==> config.mk <==
export PLATFORM = sky130hd
export DESIGN_NAME = aes_core_sequencer
export DESIGN_NICKNAME = d
export VERILOG_FILES = /design/src/rtl/aes_ctrl_pkg.sv /design/src/rtl/aes_valid_delay.sv /design/src/rtl/aes_core_sequencer.sv
export SDC_FILE = /design/constraint.sdc
export NUM_CORES = 1
export LEC_CHECK = 0
export BUFFER_PORTS_ARGS = -buffer_cell sky130_fd_sc_hd__buf_2
export CAP_MARGIN = 20
export CELL_PAD_IN_SITES_DETAIL_PLACEMENT = 2
export CELL_PAD_IN_SITES_GLOBAL_PLACEMENT = 2
export CORE_MARGIN = 2
export CORE_UTILIZATION = 31
export DETAILED_ROUTE_END_ITERATION = 12
export PLACE_DENSITY_LB_ADDON = 0.1
export REMOVE_ABC_BUFFERS = 1
export SLEW_MARGIN = 20
export SYNTH_ARGS = -nofsm -noshare
export SYNTH_HDL_FRONTEND = slang
export SYNTH_HIERARCHICAL = 1
export SYNTH_SLANG_ARGS = --single-unit
==> constraint.sdc <==
create_clock -name clk -period 2 [get_ports clk]
set_input_delay 0 -clock clk [delete_from_list [all_inputs] [get_ports clk]]
set_output_delay 0 -clock clk [all_outputs]
set_load 0.02 [all_outputs]
==> src/rtl/aes_ctrl_pkg.sv <==
// Shared types and default sizes for the byte-serial AES control path.
package aes_ctrl_pkg;

   localparam int AES128_ROUNDS   = 10;
   localparam int AES_BLOCK_BYTES = 16;

   typedef enum logic [2:0] {
      IDLE,
      LOAD,
      ROUND,
      FINAL,
      DRAIN
   } seq_state_t;

   typedef logic [3:0]                           round_idx_t;
   typedef logic [$clog2(AES_BLOCK_BYTES)-1:0]   byte_idx_t;

endpackage

==> src/rtl/aes_valid_delay.sv <==
// Fixed-depth valid pipe mirroring the datapath latency of final-round bytes.
module aes_valid_delay #(
   parameter int DEPTH = 2
) (
   input  logic clk,
   input  logic clr,
   input  logic shift_in,
   output logic shift_out
);

   logic [DEPTH-1:0] pipe;

   always_ff @(posedge clk) begin
      if (clr) begin
         pipe <= '0;
      end else begin
         pipe[0] <= shift_in;
         for (int i = 1; i < DEPTH; i++) begin
            pipe[i] <= pipe[i-1];
         end
      end
   end

   assign shift_out = pipe[DEPTH-1];

endmodule

==> src/rtl/aes_core_sequencer.sv <==
// Control sequencer for the byte-serial AES datapath: load pass, full rounds,
// final round and output drain, with every control strobe registered.
module aes_core_sequencer
   import aes_ctrl_pkg::*;
#(
   parameter int NUM_ROUNDS      = AES128_ROUNDS,
   parameter int BYTES_PER_BLOCK = AES_BLOCK_BYTES,
   parameter int DP_LATENCY      = 2
) (
   input  logic       clk,
   input  logic       rst,
   input  logic       start,
   input  logic       decrypt,
   input  logic       in_valid,
   output logic       in_ready,
   output logic       key_start,
   output logic [3:0] key_round,
   output logic [3:0] key_byte,
   output logic       en_paralle_load,
   output logic       cipher,
   output logic       bpu_rst_synch,
   output logic       out_valid,
   output logic       done,
   output logic       err,
   output logic       busy
);

   localparam int                 CNT_W           = $clog2(BYTES_PER_BLOCK);
   localparam logic [CNT_W-1:0]   LAST_BYTE       = CNT_W'(BYTES_PER_BLOCK - 1);
   localparam logic [CNT_W-1:0]   LAST_DRAIN      = CNT_W'(DP_LATENCY - 1);
   localparam round_idx_t         LAST_FULL_ROUND = round_idx_t'(NUM_ROUNDS - 1);

   seq_state_t       state, nxt_state;
   logic [CNT_W-1:0] byte_cnt, nxt_cnt;
   round_idx_t       round, nxt_round;
   logic             accept, abort, final_pass;

   // byte_cnt doubles as the drain timer so done lands on the last out_valid
   always_comb begin
      nxt_state = state;
      nxt_cnt   = byte_cnt;
      nxt_round = round;
      accept    = 1'b0;
      abort     = 1'b0;
      case (state)
         IDLE: begin
            if (start) begin
               accept    = 1'b1;
               nxt_state = LOAD;
               nxt_cnt   = '0;
               nxt_round = '0;
            end
         end
         LOAD: begin
            if (!in_valid) begin
               abort     = 1'b1;
               nxt_state = IDLE;
               nxt_cnt   = '0;
            end else if (byte_cnt == LAST_BYTE) begin
               nxt_cnt   = '0;
               nxt_round = 4'd1;
               nxt_state = (NUM_ROUNDS == 1) ? FINAL : ROUND;
            end else begin
               nxt_cnt = byte_cnt + CNT_W'(1);
            end
         end
         ROUND: begin
            if (byte_cnt == LAST_BYTE) begin
               nxt_cnt   = '0;
               nxt_round = round + 4'd1;
               if (round == LAST_FULL_ROUND) begin
                  nxt_state = FINAL;
               end
            end else begin
               nxt_cnt = byte_cnt + CNT_W'(1);
            end
         end
         FINAL: begin
            if (byte_cnt == LAST_BYTE) begin
               nxt_cnt   = '0;
               nxt_state = DRAIN;
            end else begin
               nxt_cnt = byte_cnt + CNT_W'(1);
            end
         end
         DRAIN: begin
            if (byte_cnt == LAST_DRAIN) begin
               nxt_cnt   = '0;
               nxt_state = IDLE;
            end else begin
               nxt_cnt = byte_cnt + CNT_W'(1);
            end
         end
         default: begin
            nxt_state = IDLE;
            nxt_cnt   = '0;
         end
      endcase
   end

   // Strobes decode the upcoming state/count so they line up with the byte on the bus
   always_ff @(posedge clk) begin
      if (rst) begin
         state           <= IDLE;
         byte_cnt        <= '0;
         round           <= '0;
         cipher          <= 1'b1;
         key_start       <= 1'b0;
         in_ready        <= 1'b0;
         en_paralle_load <= 1'b0;
         bpu_rst_synch   <= 1'b0;
         done            <= 1'b0;
         err             <= 1'b0;
         busy            <= 1'b0;
      end else begin
         state           <= nxt_state;
         byte_cnt        <= nxt_cnt;
         round           <= nxt_round;
         if (accept) begin
            cipher <= ~decrypt;
         end
         key_start       <= accept;
         err             <= abort;
         busy            <= (nxt_state != IDLE);
         in_ready        <= (nxt_state == LOAD);
         en_paralle_load <= (nxt_state == ROUND) && (nxt_cnt[1:0] == 2'b11);
         bpu_rst_synch   <= ((nxt_state == LOAD) || (nxt_state == ROUND) || (nxt_state == FINAL))
                            && (nxt_cnt == LAST_BYTE);
         done            <= (nxt_state == DRAIN) && (nxt_cnt == LAST_DRAIN);
      end
   end

   assign final_pass = (state == FINAL);
   assign key_round  = round;
   assign key_byte   = 4'(byte_cnt);

   aes_valid_delay #(
      .DEPTH (DP_LATENCY)
   ) u_valid_delay (
      .clk       (clk),
      .clr       (rst),
      .shift_in  (final_pass),
      .shift_out (out_valid)
   );

endmodule

==> metrics <==
number of flops mapped to enable cells by yosys 0; initial detailed-routing violation count 23; FFs w/ async S/R, synth 0%; number of core rows 21; post-detailed-route via-to-cell ratio 5.13; number of remaining DRC errors 0; FF+latch count, synth 21; top achievable clock speed 527 MHz; kind of launch point of the worst setup path flip-flop; leading register cell type out of synthesis sky130_fd_sc_hd__dfxtp_1; most common library cell in the layout ignoring fill and taps sky130_fd_sc_hd__buf_2; leading cell types in the layout, fill and taps excluded 21 x sky130_fd_sc_hd__buf_2, 19 x sky130_fd_sc_hd__dfxtp_1, 14 x sky130_fd_sc_hd__nor2_1; flop2flop setup slack 0.10 ns; Wirelength per Cell 16.3 um; share of final-layout standard cells stronger than drive strength 1 34.2%; Bufs on Longest Clock Path 2; number of fillers in the final layout 407; cts bufs inserted 3; Hold WC Path Type primary input to flip-flop; last weighted congestion value of the routability-driven placer 0.840; vias in the first global route 1,098; Mapped Avg Cell Area 8.99 sq um; unrepaired setup endpoints after global routing true; Hold Violations, Final 0; total detailed-routing wirelength 3230 um; vias after detailed routing 1,015; total congestion overflow after global routing 0; number of ports placed on the die boundary 22; part of the Yosys area used for sequential elements 39.0%; die span in x 63.0 um; CTS tree done; leakage power 0.000604 uW; run status completed; clock tree sinks 21; synthesized cell area 0.00108 sq mm; first-pass detailed-route iteration total 3; arrival time of the worst setup path 2.13 ns; worst slew pin tran 0.479 ns; CORE AREA 0.00334 sq mm; clock period minus final worst setup slack 1.90 ns; global-route wire length before repair 5440 um; endpoint class of the critical path flip-flop; number of warning messages in the yosys log 6; final non-filler cell total 198; Buffers on Ports 21; WP data required 2.23 ns; initial cell density of the core 32.3%; synthesized netlist cell count 120; largest fanout of any net on the critical path 7; depth of the CTS H-tree 1; Power per Cell Area 563 mW/mm^2; placed cell count 190; pin count of the biggest net entering global routing 14; initial antenna violation count 0; Area growth syn-to-layout 25.6%; diodes inserted 0; floorplan die height 63.0 um; total count of max-transition violations in the final report 0; Die ar. 0.00397 sq mm; Slew headroom 67.7%; class of the most critical setup path flip-flop to flip-flop; Clk pin slew, worst setup/hold paths 0.14 ns; maximum VDD drop 235 uV; cell chosen for the clock root sky130_fd_sc_hd__clkbuf_4; setup skew after layout 0.0176 ns; final setup violating endpoints 0; half-perimeter wire length after placement 2430 um; Overall Global Routing Usage 17.9%; tightest hold margin 0.128 ns; number of distinct standard cells referenced by the synthesized netlist 45; Final period util 95.0%; final core area utilization 40.6%; max capacitance violation total 0; power after layout 763 uW; final-stage net count 162; worst skew pair latency 0.33 ns; antenna-violating nets left 0
cell usage after synthesis, drive strengths merged, types with 2 or more instances:
cell type   n  area [sq um]
nand2b      5          31.3
or3b        3          28.8
nand2       4          15.0
nor4        4          37.5
nor3        4          25.0
or4         2          15.0
dfxtp      21           420
a211oi      2          15.0
and2        2          13.8
nor2       14          52.6
nand3       4          20.0
a21boi      2          26.3
o21ai       6          30.0
ha          4          50.1
a32o        2          21.3
nor2b       5          31.3
mux2i       2          20.0
a21o        2          15.0
buf         4          25.0
nand3b      2          15.0
a21oi       4          20.0
inv         8          30.0
and3        2          13.8
critical path: stages, from the launching register on:
cell	delay [ns]
sky130_fd_sc_hd__dfxtp_2	0.41
sky130_fd_sc_hd__ha_1	0.15
sky130_fd_sc_hd__or3b_4	0.38
sky130_fd_sc_hd__a32o_2	0.27
sky130_fd_sc_hd__a21boi_2	0.17
sky130_fd_sc_hd__nand3b_1	0.13
sky130_fd_sc_hd__nor4bb_2	0.28
metrics by stage:
| stage | area (sq um) | TNS [ns] | setup WS, ns |
|---|---|---|---|
| after floorplan | 1050 | 0 | 0.0903 |
| after global placement | 1270 | 0 | 0.0514 |
| after detailed placement | 1270 | -0.0187 | -0.0187 |
| after CTS | 1330 | 0 | 0.0200 |
| after global routing | 1360 | -0.00349 | -0.00199 |
| final | 1360 | 0 | 0.101 |
layout make-up:
type / instances / area, sq um / area share, %
clock buffer: 3 / 22.5 / 1.66
multi-input combinational: 87 / 622 / 45.9
tap: 46 / 57.6 / 4.25
clock inverter: 1 / 5.00 / 0.369
inverter: 8 / 30.0 / 2.22
sequential: 21 / 423 / 31.2
timing repair buffer: 32 / 195 / 14.4
routing by layer:
layer / vias up / track usage, % / routed length [um]
met3: 5 / 2.70 / 67
met4: 0 / 7.50 / 61
met5: - / 0 / 0
met2: 14 / 32.4 / 1730
met1: 505 / 20.7 / 1360
li1: 491 / - / -
registers in the layout, summed over array words and instances, names as in the netlist:
signal,flops
en_paralle_load,1
in_ready,1
cipher,1
state,3
key_start,1
err,1
done,1
u_valid_delay/pipe,2
busy,1
key_round,4
key_byte,4
bpu_rst_synch,1
what timing repair did:
action / CTS / global route
hold endpoints to repair: 3 / 0
setup endpoints to repair: 1 / 2
resized for setup: 3 / 3
buffers inserted: 0 / 1
pin swaps: 0 / 2
hold buffers: 3 / 0
final timing paths:
kind	start	end	cells past startpoint
max	key_byte[0]	done	6
min	start	key_start	3
max reg2reg	key_byte[0]	done	6
min reg2reg	u_valid_delay/pipe[0]	u_valid_delay/pipe[1]	1
logic make-up (layout without fill, tap and decap cells):
group,after synthesis,count (layout),synth area share [%]
simple gates,57,57,32.9
compound gates,23,23,15.7
flops,21,21,39.0
buf+inv,12,44,5.10
fa+ha+maj,4,4,4.64
mux,2,2,1.86
xor+xnor,1,1,0.812
where the power goes:
part | switching (uW) | total [uW] | leakage [uW] | internal [uW]
combinational | 59.6 | 102 | 0.000415 | 42.6
clock | 146 | 221 | 0.0000177 | 75.1
sequential | 10.4 | 440 | 0.000172 | 430
total | 216 | 763 | 0.000604 | 547
Power figures use the tool's default switching activity.
